File: config.mk
export PLATFORM = sky130hd
export DESIGN_NAME = combo_lock_sequencer_flat
export DESIGN_NICKNAME = d
export VERILOG_FILES = /design/src/rtl/combo_lock_pkg.sv /design/src/rtl/combo_lock_sequencer_if.sv /design/src/rtl/combo_lock_sequencer_lockout_timer.sv /design/src/rtl/combo_lock_sequencer.sv /design/src/flat_wrapper.sv
export SDC_FILE = /design/constraint.sdc
export NUM_CORES = 1
export LEC_CHECK = 0
export CAP_MARGIN = 20
export CELL_PAD_IN_SITES_DETAIL_PLACEMENT = 1
export CELL_PAD_IN_SITES_GLOBAL_PLACEMENT = 2
export CORE_MARGIN = 8
export CORE_UTILIZATION = 30
export CTS_CLUSTER_SIZE = 10
export DETAILED_ROUTE_END_ITERATION = 10
export PLACE_DENSITY_LB_ADDON = 0.1
export SLEW_MARGIN = 20
export SYNTH_ARGS = -nofsm -noshare
export SYNTH_HDL_FRONTEND = slang
export SYNTH_SLANG_ARGS = --single-unit
File: constraint.sdc
create_clock -name clk -period 3.1 [get_ports clk]
set_clock_uncertainty 0.1 [all_clocks]
set_input_delay 0.62 -clock clk [delete_from_list [all_inputs] [get_ports clk]]
set_output_delay 0.62 -clock clk [all_outputs]
set_load 0.01 [all_outputs]
File: src/rtl/combo_lock_pkg.sv
// ---------------------------------------------------------------------------
// combo_lock_pkg
// Shared types and constants for the combination-lock sequencer.
//   - NUM_DIGITS / MAX_ATTEMPTS / LOCKOUT_CYCLES : sequencing parameters
//   - IDX_W / ATT_W / CODE_W                     : derived port and register widths
//   - RESET_CODE                                 : power-on code, BCD, MSD first
//   - BCD_MAX                                    : largest legal digit value
//   - state_t                                    : sequencer states (ST_PROG only
//                                                  when CODE_CHANGE_EN is defined)
//   - disp_t                                     : display-select code for the HEX decoder
//   - codeDigit()                                : picks digit N (MSD = 0) out of a code
// ---------------------------------------------------------------------------
package combo_lock_pkg;

   localparam int NUM_DIGITS     = 6;
   localparam int MAX_ATTEMPTS   = 3;
   localparam int LOCKOUT_CYCLES = 16;

   localparam int IDX_W  = $clog2(NUM_DIGITS);
   localparam int ATT_W  = $clog2(MAX_ATTEMPTS + 1);
   localparam int CODE_W = 4 * NUM_DIGITS;

   localparam logic [CODE_W-1:0] RESET_CODE = 24'h017028;
   localparam logic [3:0]        BCD_MAX    = 4'd9;

   typedef enum logic [2:0] {
      ST_ENTRY   = 3'd0,
      ST_OPEN    = 3'd1,
      ST_CLOSED  = 3'd2,
      ST_LOCKOUT = 3'd3
`ifdef CODE_CHANGE_EN
      , ST_PROG  = 3'd4
`endif
   } state_t;

   typedef enum logic [2:0] {
      DISP_DIGIT   = 3'd0,
      DISP_OPEN    = 3'd1,
      DISP_CLOSED  = 3'd2,
      DISP_ERROR   = 3'd3,
      DISP_LOCKOUT = 3'd4,
      DISP_PROG    = 3'd5
   } disp_t;

   // Digit 0 is the most significant nibble, so the first digit typed
   // is compared against the leftmost BCD digit of the code.
   function automatic logic [3:0] codeDigit(input logic [CODE_W-1:0] code,
                                            input logic [IDX_W-1:0]  idx);
      return code[(NUM_DIGITS - 1 - int'(idx)) * 4 +: 4];
   endfunction

endpackage

File: src/rtl/combo_lock_sequencer_if.sv
// ---------------------------------------------------------------------------
// combo_lock_sequencer_if
// Bundles the keypad-side strobes and the status outputs of the sequencer.
//   master modport (keypad / testbench side):
//     out digit_valid, digit[3:0], relock, change_code
//     in  unlocked, locked_out, digit_idx, attempts_left, disp_sel
//   slave modport (combo_lock_sequencer side): the same signals, reversed.
// ---------------------------------------------------------------------------
interface combo_lock_sequencer_if;
   import combo_lock_pkg::*;

   logic             digit_valid;
   logic [3:0]       digit;
   logic             relock;
   logic             change_code;
   logic             unlocked;
   logic             locked_out;
   logic [IDX_W-1:0] digit_idx;
   logic [ATT_W-1:0] attempts_left;
   disp_t            disp_sel;

   modport master (
      output digit_valid, digit, relock, change_code,
      input  unlocked, locked_out, digit_idx, attempts_left, disp_sel
   );

   modport slave (
      input  digit_valid, digit, relock, change_code,
      output unlocked, locked_out, digit_idx, attempts_left, disp_sel
   );

endinterface

File: src/rtl/combo_lock_sequencer_lockout_timer.sv
// ---------------------------------------------------------------------------
// lockout_timer
// Down-counter that measures the lockout period.
//   clk       in  system clock, rising edge
//   reset     in  synchronous, active-high
//   i_load    in  start a new period (asserted on the edge that enters lockout)
//   i_count   in  decrement while the sequencer sits in lockout
//   o_expired out high once the period is used up
// Loading CYCLES-1 means o_expired rises in the CYCLES-th cycle of
// lockout, so the sequencer leaves on the following edge after exactly
// CYCLES cycles.
// ---------------------------------------------------------------------------
module lockout_timer
   import combo_lock_pkg::*;
#(
   parameter int CYCLES = LOCKOUT_CYCLES
) (
   input  logic clk,
   input  logic reset,
   input  logic i_load,
   input  logic i_count,
   output logic o_expired
);

   localparam int              CNT_W    = $clog2(CYCLES + 1);
   localparam logic [CNT_W-1:0] LOAD_VAL = CNT_W'(CYCLES - 1);

   logic [CNT_W-1:0] r_count;

   // Load has priority so a fresh lockout always restarts the full
   // period; the counter parks at zero instead of wrapping.
   always_ff @(posedge clk) begin
      if (reset) begin
         r_count <= '0;
      end else if (i_load) begin
         r_count <= LOAD_VAL;
      end else if (i_count && (r_count != '0)) begin
         r_count <= r_count - CNT_W'(1);
      end
   end

   assign o_expired = (r_count == '0);

endmodule

File: src/rtl/combo_lock_sequencer.sv
// ---------------------------------------------------------------------------
// combo_lock_sequencer
// Sequencing controller for the 6-digit combination lock. Takes one BCD
// digit per strobe, compares the finished entry with the stored code,
// counts failed attempts and enforces a timed lockout.
//   clk    in    system clock, rising edge
//   reset  in    synchronous, active-high
//   bus    slave combo_lock_sequencer_if:
//            digit_valid, digit, relock, change_code  (inputs)
//            unlocked, locked_out, digit_idx,
//            attempts_left, disp_sel                   (registered outputs)
// Optional feature macro: CODE_CHANGE_EN
//   defined   : change_code in OPEN enters PROG and a new code can be typed.
//   undefined : the code is the constant RESET_CODE; change_code is ignored.
// ---------------------------------------------------------------------------
module combo_lock_sequencer
   import combo_lock_pkg::*;
(
   input  logic                   clk,
   input  logic                   reset,
   combo_lock_sequencer_if.slave  bus
);

   state_t           r_state;
   logic [IDX_W-1:0] r_digitIdx;
   logic [ATT_W-1:0] r_attempts;
   logic             r_match;
   disp_t            r_disp;

   state_t           w_nextState;
   logic [IDX_W-1:0] w_nextIdx;
   logic [ATT_W-1:0] w_nextAttempts;
   logic             w_nextMatch;
   disp_t            w_nextDisp;
   logic             w_loadTimer;
   logic             w_inLockout;
   logic             w_timerExpired;

   logic [CODE_W-1:0] w_code;
   logic              w_digitOk;
   logic              w_digitMatch;
   logic              w_entryMatch;
   logic              w_lastDigit;

`ifdef CODE_CHANGE_EN
   logic [CODE_W-1:0] r_code;
   logic [CODE_W-1:0] r_shadow;
   logic [CODE_W-1:0] w_nextCode;
   logic [CODE_W-1:0] w_nextShadow;

   assign w_code = r_code;
`else
   logic w_unusedChangeCode;

   assign w_code             = RESET_CODE;
   assign w_unusedChangeCode = bus.change_code;
`endif

   // A digit only counts as a match when it is legal BCD and equals the
   // code digit at the current position. In CLOSED the index is already
   // back at zero, so the same compare serves the first digit of a retry.
   assign w_digitOk    = (bus.digit <= BCD_MAX);
   assign w_digitMatch = w_digitOk && (bus.digit == codeDigit(w_code, r_digitIdx));
   assign w_entryMatch = r_match && w_digitMatch;
   assign w_lastDigit  = (r_digitIdx == IDX_W'(NUM_DIGITS - 1));
   assign w_inLockout  = (r_state == ST_LOCKOUT);

   lockout_timer #(
      .CYCLES    (LOCKOUT_CYCLES)
   ) u_lockoutTimer (
      .clk       (clk),
      .reset     (reset),
      .i_load    (w_loadTimer),
      .i_count   (w_inLockout),
      .o_expired (w_timerExpired)
   );

   // State and status registers. The display code is registered along
   // with the state so every output moves on the same edge.
   always_ff @(posedge clk) begin
      if (reset) begin
         r_state    <= ST_ENTRY;
         r_digitIdx <= '0;
         r_attempts <= ATT_W'(MAX_ATTEMPTS);
         r_match    <= 1'b1;
         r_disp     <= DISP_DIGIT;
      end else begin
         r_state    <= w_nextState;
         r_digitIdx <= w_nextIdx;
         r_attempts <= w_nextAttempts;
         r_match    <= w_nextMatch;
         r_disp     <= w_nextDisp;
      end
   end

`ifdef CODE_CHANGE_EN
   // The stored code only changes on a completed PROG entry; reset
   // always brings back the power-on code.
   always_ff @(posedge clk) begin
      if (reset) begin
         r_code   <= RESET_CODE;
         r_shadow <= '0;
      end else begin
         r_code   <= w_nextCode;
         r_shadow <= w_nextShadow;
      end
   end
`endif

   // Next-state logic. A wrong digit never ends an entry early; it only
   // clears the match flag so the failing position stays hidden. The index
   // wraps to zero on the same edge that makes the open/closed decision.
   // relock is tested before anything else in the states where it matters.
   always_comb begin
      w_nextState    = r_state;
      w_nextIdx      = r_digitIdx;
      w_nextAttempts = r_attempts;
      w_nextMatch    = r_match;
      w_nextDisp     = r_disp;
      w_loadTimer    = 1'b0;
`ifdef CODE_CHANGE_EN
      w_nextCode     = r_code;
      w_nextShadow   = r_shadow;
`endif

      case (r_state)
         ST_ENTRY: begin
            if (bus.digit_valid) begin
               if (w_lastDigit) begin
                  w_nextIdx   = '0;
                  w_nextMatch = 1'b1;
                  if (w_entryMatch) begin
                     w_nextState    = ST_OPEN;
                     w_nextAttempts = ATT_W'(MAX_ATTEMPTS);
                     w_nextDisp     = DISP_OPEN;
                  end else if (r_attempts <= ATT_W'(1)) begin
                     w_nextState    = ST_LOCKOUT;
                     w_nextAttempts = '0;
                     w_nextDisp     = DISP_LOCKOUT;
                     w_loadTimer    = 1'b1;
                  end else begin
                     w_nextState    = ST_CLOSED;
                     w_nextAttempts = r_attempts - ATT_W'(1);
                     w_nextDisp     = DISP_CLOSED;
                  end
               end else begin
                  w_nextIdx   = r_digitIdx + IDX_W'(1);
                  w_nextMatch = w_entryMatch;
                  w_nextDisp  = w_digitOk ? DISP_DIGIT : DISP_ERROR;
               end
            end
         end

         ST_CLOSED: begin
            if (bus.digit_valid) begin
               w_nextState = ST_ENTRY;
               w_nextIdx   = IDX_W'(1);
               w_nextMatch = w_digitMatch;
               w_nextDisp  = w_digitOk ? DISP_DIGIT : DISP_ERROR;
            end
         end

         ST_OPEN: begin
            if (bus.relock) begin
               w_nextState = ST_ENTRY;
               w_nextIdx   = '0;
               w_nextMatch = 1'b1;
               w_nextDisp  = DISP_DIGIT;
            end
`ifdef CODE_CHANGE_EN
            else if (bus.change_code) begin
               w_nextState = ST_PROG;
               w_nextIdx   = '0;
               w_nextDisp  = DISP_PROG;
            end
`endif
         end

         ST_LOCKOUT: begin
            if (w_timerExpired) begin
               w_nextState    = ST_ENTRY;
               w_nextIdx      = '0;
               w_nextAttempts = ATT_W'(MAX_ATTEMPTS);
               w_nextMatch    = 1'b1;
               w_nextDisp     = DISP_DIGIT;
            end
         end

`ifdef CODE_CHANGE_EN
         ST_PROG: begin
            if (bus.relock || (bus.digit_valid && !w_digitOk)) begin
               w_nextState = ST_OPEN;
               w_nextIdx   = '0;
               w_nextDisp  = DISP_OPEN;
            end else if (bus.digit_valid) begin
               w_nextShadow = {r_shadow[CODE_W-5:0], bus.digit};
               if (w_lastDigit) begin
                  w_nextCode  = {r_shadow[CODE_W-5:0], bus.digit};
                  w_nextState = ST_OPEN;
                  w_nextIdx   = '0;
                  w_nextDisp  = DISP_OPEN;
               end else begin
                  w_nextIdx = r_digitIdx + IDX_W'(1);
               end
            end
         end
`endif

         default: begin
            w_nextState = ST_ENTRY;
            w_nextIdx   = '0;
            w_nextMatch = 1'b1;
            w_nextDisp  = DISP_DIGIT;
         end
      endcase
   end

   // unlocked and locked_out are plain decodes of the state register.
   assign bus.unlocked      = (r_state == ST_OPEN);
   assign bus.locked_out    = (r_state == ST_LOCKOUT);
   assign bus.digit_idx     = r_digitIdx;
   assign bus.attempts_left = r_attempts;
   assign bus.disp_sel      = r_disp;

endmodule
File: src/flat_wrapper.sv
// flat-port wrapper written by rule: the top's interface ports become plain ports
module combo_lock_sequencer_flat import combo_lock_pkg::*;
  (clk, reset, bus_digit_valid, bus_digit, bus_relock, bus_change_code, bus_unlocked, bus_locked_out, bus_digit_idx, bus_attempts_left, bus_disp_sel);
  combo_lock_sequencer_if bus_i ();
  input  logic clk;
  input  logic reset;
  input wire logic [$bits(bus_i.digit_valid)-1:0] bus_digit_valid;
  input wire logic [$bits(bus_i.digit)-1:0] bus_digit;
  input wire logic [$bits(bus_i.relock)-1:0] bus_relock;
  input wire logic [$bits(bus_i.change_code)-1:0] bus_change_code;
  output wire logic [$bits(bus_i.unlocked)-1:0] bus_unlocked;
  output wire logic [$bits(bus_i.locked_out)-1:0] bus_locked_out;
  output wire logic [$bits(bus_i.digit_idx)-1:0] bus_digit_idx;
  output wire logic [$bits(bus_i.attempts_left)-1:0] bus_attempts_left;
  output wire logic [$bits(bus_i.disp_sel)-1:0] bus_disp_sel;
  assign bus_i.digit_valid = bus_digit_valid;
  assign bus_i.digit = bus_digit;
  assign bus_i.relock = bus_relock;
  assign bus_i.change_code = bus_change_code;
  assign bus_unlocked = bus_i.unlocked;
  assign bus_locked_out = bus_i.locked_out;
  assign bus_digit_idx = bus_i.digit_idx;
  assign bus_attempts_left = bus_i.attempts_left;
  assign bus_disp_sel = bus_i.disp_sel;
  combo_lock_sequencer u_core (.clk(clk), .reset(reset), .bus(bus_i));
endmodule
==> reports/qor.csv <==
metric;value;unit
clock-sinks;16;
final_net_count;151;
cts_setup_buffers;0;
cpPeakStageDelay;0.51;ns
hold_class;reg2reg;
syn_area_per_cell;8.650;um^2
die_h;73.58;um
cts_tree;done;
synth.area.top_cells;dfxtp_1, ha_1, a21oi_1;
dp_hpwl;2176;um
period_needed;2.820;ns
initial_core_util;0.3053;
fp.coreArea;0.003258;mm^2
final_cell_mix;clkdlybuf4s50_1, dfxtp_1, nor2_1, a21oi_1, o21ai_0;
grt_max_degree;13;
ff_latch_area;320.3;um^2
maxSlewHeadroom;0.5829;
drtPass1Iterations;4;
die_w;73.58;um
finalNonFillerCells;180;
die_area;0.005414;mm^2
ant_nets;0;
syn_nets;131;
drt_iter0_drc;28;
vias_per_cell;5.156;
insertion_delay;0.29;ns
path_cells;inv_1, ha_1, or4b_4, xnor2_1, a2111oi_4, a31oi_2, a311oi_2;
p_leak;0.4607;nW
clock_path_buffers;2;
syn_to_final_growth;26.16;%
drive_gt1_frac;0.1119;
cts_buffers;3;
grt_usage;0.1090;
ioPinCount;19;
critPathKind;reg2reg;
numPortBuffers;17;
grt_pass1_wl;4623;um
ys_warn_count;0;
wl_per_cell;15.33;um
root_buffer;clkbuf_4;
peakVddDrop;175.6;uV
rsz0062_at_grt;no;
antenna_found_initial;0;
fin_crit_sh;0.9098;
num_vias;928;
crit_fanout;7;
drc;0;
fin_util;0.3852;
final_common_cell;clkdlybuf4s50_1;
htreeDepth;1;
pre_cts_slack;0.2919;ns
setup_ws;0.2796;ns
ys_seq_area_frac;0.3220;
ctsHoldBuffers;0;
grt_pass1_vias;935;
cts.repair.resized;0;
async_reset_ff_frac;0;
path_buf_inv;1;
drt_wl_total;2759;um
gp_congestion;0.7519;
syn_inst;115;
endpoint_kind;register;
cts.clk_slew.worst_paths;0.10;ns
crit_family;compound AO/OA/AOI/OAI gates;
cap_violations;0;
nFillCells;405;
syn-cell-area;994.7;um^2
finalPower;0.4214;mW
p_per_area;335.8;mW/mm^2
n_antenna_cell;0;
fmax;354.6;MHz
synth_edf_count;0;
dp_cells;176;
multi_input_area;633.1;um^2
hold_viol;0;
cp-start-kind;register;
synth_flop_cell;dfxtp_1;
tightest_slew;0.6191;ns
cp.arrival;2.93;ns
grt_overflow;0;
fp-row-count;21;
critical_path_required;3.21;ns
yosysTopAreaCellShare;0.3220;
final.setup.tns;0;ns
cp_slowest_cell;or4b_4;
status;completed;
drv_slew;0;
synth_area_leader_cell;dfxtp_1;
ys_seq_elements;16;
setup_viol;0;
yosysUniqueCellTypes;39;
[flip-flops by register name, summed over array words and instances (netlist names)]
| name | flops |
|---|---|
| u_core.bus.disp_sel | 3 |
| u_core.r_match | 1 |
| u_core.r_state | 2 |
| u_core.bus.digit_idx | 3 |
| u_core.bus.attempts_left | 2 |
| u_core.u_lockoutTimer.r_count | 5 |
[final cells by class]
class / instances / share of cell area
tap: 46 / 0.04586
inverter: 8 / 0.02393
clock buffer: 4 / 0.02891
sequential: 16 / 0.2552
multi-input combinational: 88 / 0.5045
timing repair buffer: 18 / 0.1416
[where the power goes]
part	switching, mW	total (mW)	internal, mW
Combinational	0.0317	0.0632	0.0315
Sequential	0.00721	0.218	0.210
Clock	0.0691	0.141	0.0715
Total	0.108	0.421	0.313
[metrics by stage]
| step | hold slack, ns | area, um^2 |
|---|---|---|
| 2_1_floorplan | 0.4189 | 994.7 |
| 3_3_place_gp | 0.3730 | 1219 |
| 3_5_place_dp | 0.3740 | 1219 |
| 4_1_cts | 0.4084 | 1255 |
| 5_1_grt | 0.4396 | 1255 |
| 6_report | 0.3978 | 1255 |
[worst register-to-register path, cell delays in order (launching register included)]
cell       delay (ns)
dfxtp_1          0.45
inv_1            0.12
ha_1             0.35
or4b_4           0.51
xnor2_1          0.17
a2111oi_4        0.51
a31oi_2          0.24
a311oi_2         0.29
[kinds of logic (layout without fill, tap and decap cells)]
family	after synthesis	after routing	synth area share
flops	16	16	0.3220
xor+xnor	6	6	0.05284
simple gates	36	36	0.2063
fa+ha+maj	7	7	0.08805
buf+inv	11	30	0.04151
compound gates	39	39	0.2893
[Yosys cell counts, types with 2 or more instances]
cell type   n
a21oi_1     9
a31oi_1     2
and2_1      3
clkbuf_1    3
dfxtp_1    16
ha_1        7
inv_1       8
nand2_1     8
nand3_1     3
nor2_1      9
nor3b_1     2
o21a_1      2
o21ai_0     9
o221a_1     2
o22ai_1     4
xnor2_1     3
xor2_1      3
[path summary, 6_finish.rpt]
kind	startpoint	endpoint	slack [ns]	cells after the start
worst max-delay path	u_core.bus.digit_idx[1]$_SDFFE_PP0P_	u_core.bus.attempts_left[1]$_SDFFE_PP1P_	0.28	7
worst min-delay path	u_core.bus.disp_sel[2]$_SDFFE_PP0P_	u_core.bus.disp_sel[2]$_SDFFE_PP0P_	0.40	1
worst max register to register	u_core.bus.digit_idx[1]$_SDFFE_PP0P_	u_core.bus.attempts_left[1]$_SDFFE_PP1P_	0.28	7
worst min register to register	u_core.bus.disp_sel[2]$_SDFFE_PP0P_	u_core.bus.disp_sel[2]$_SDFFE_PP0P_	0.40	1
[layer usage]
| layer | routed length (um) | up-vias | GRT usage |
|---|---|---|---|
| met5 | 0 | - | 0 |
| met4 | 22 | 0 | 0.02661 |
| met1 | 1433 | 442 | 0.1440 |
| met3 | 159 | 2 | 0.03956 |
| met2 | 1143 | 21 | 0.1614 |
| li1 | - | 463 | - |
No activity file was read; power rests on OpenSTA's default activity.
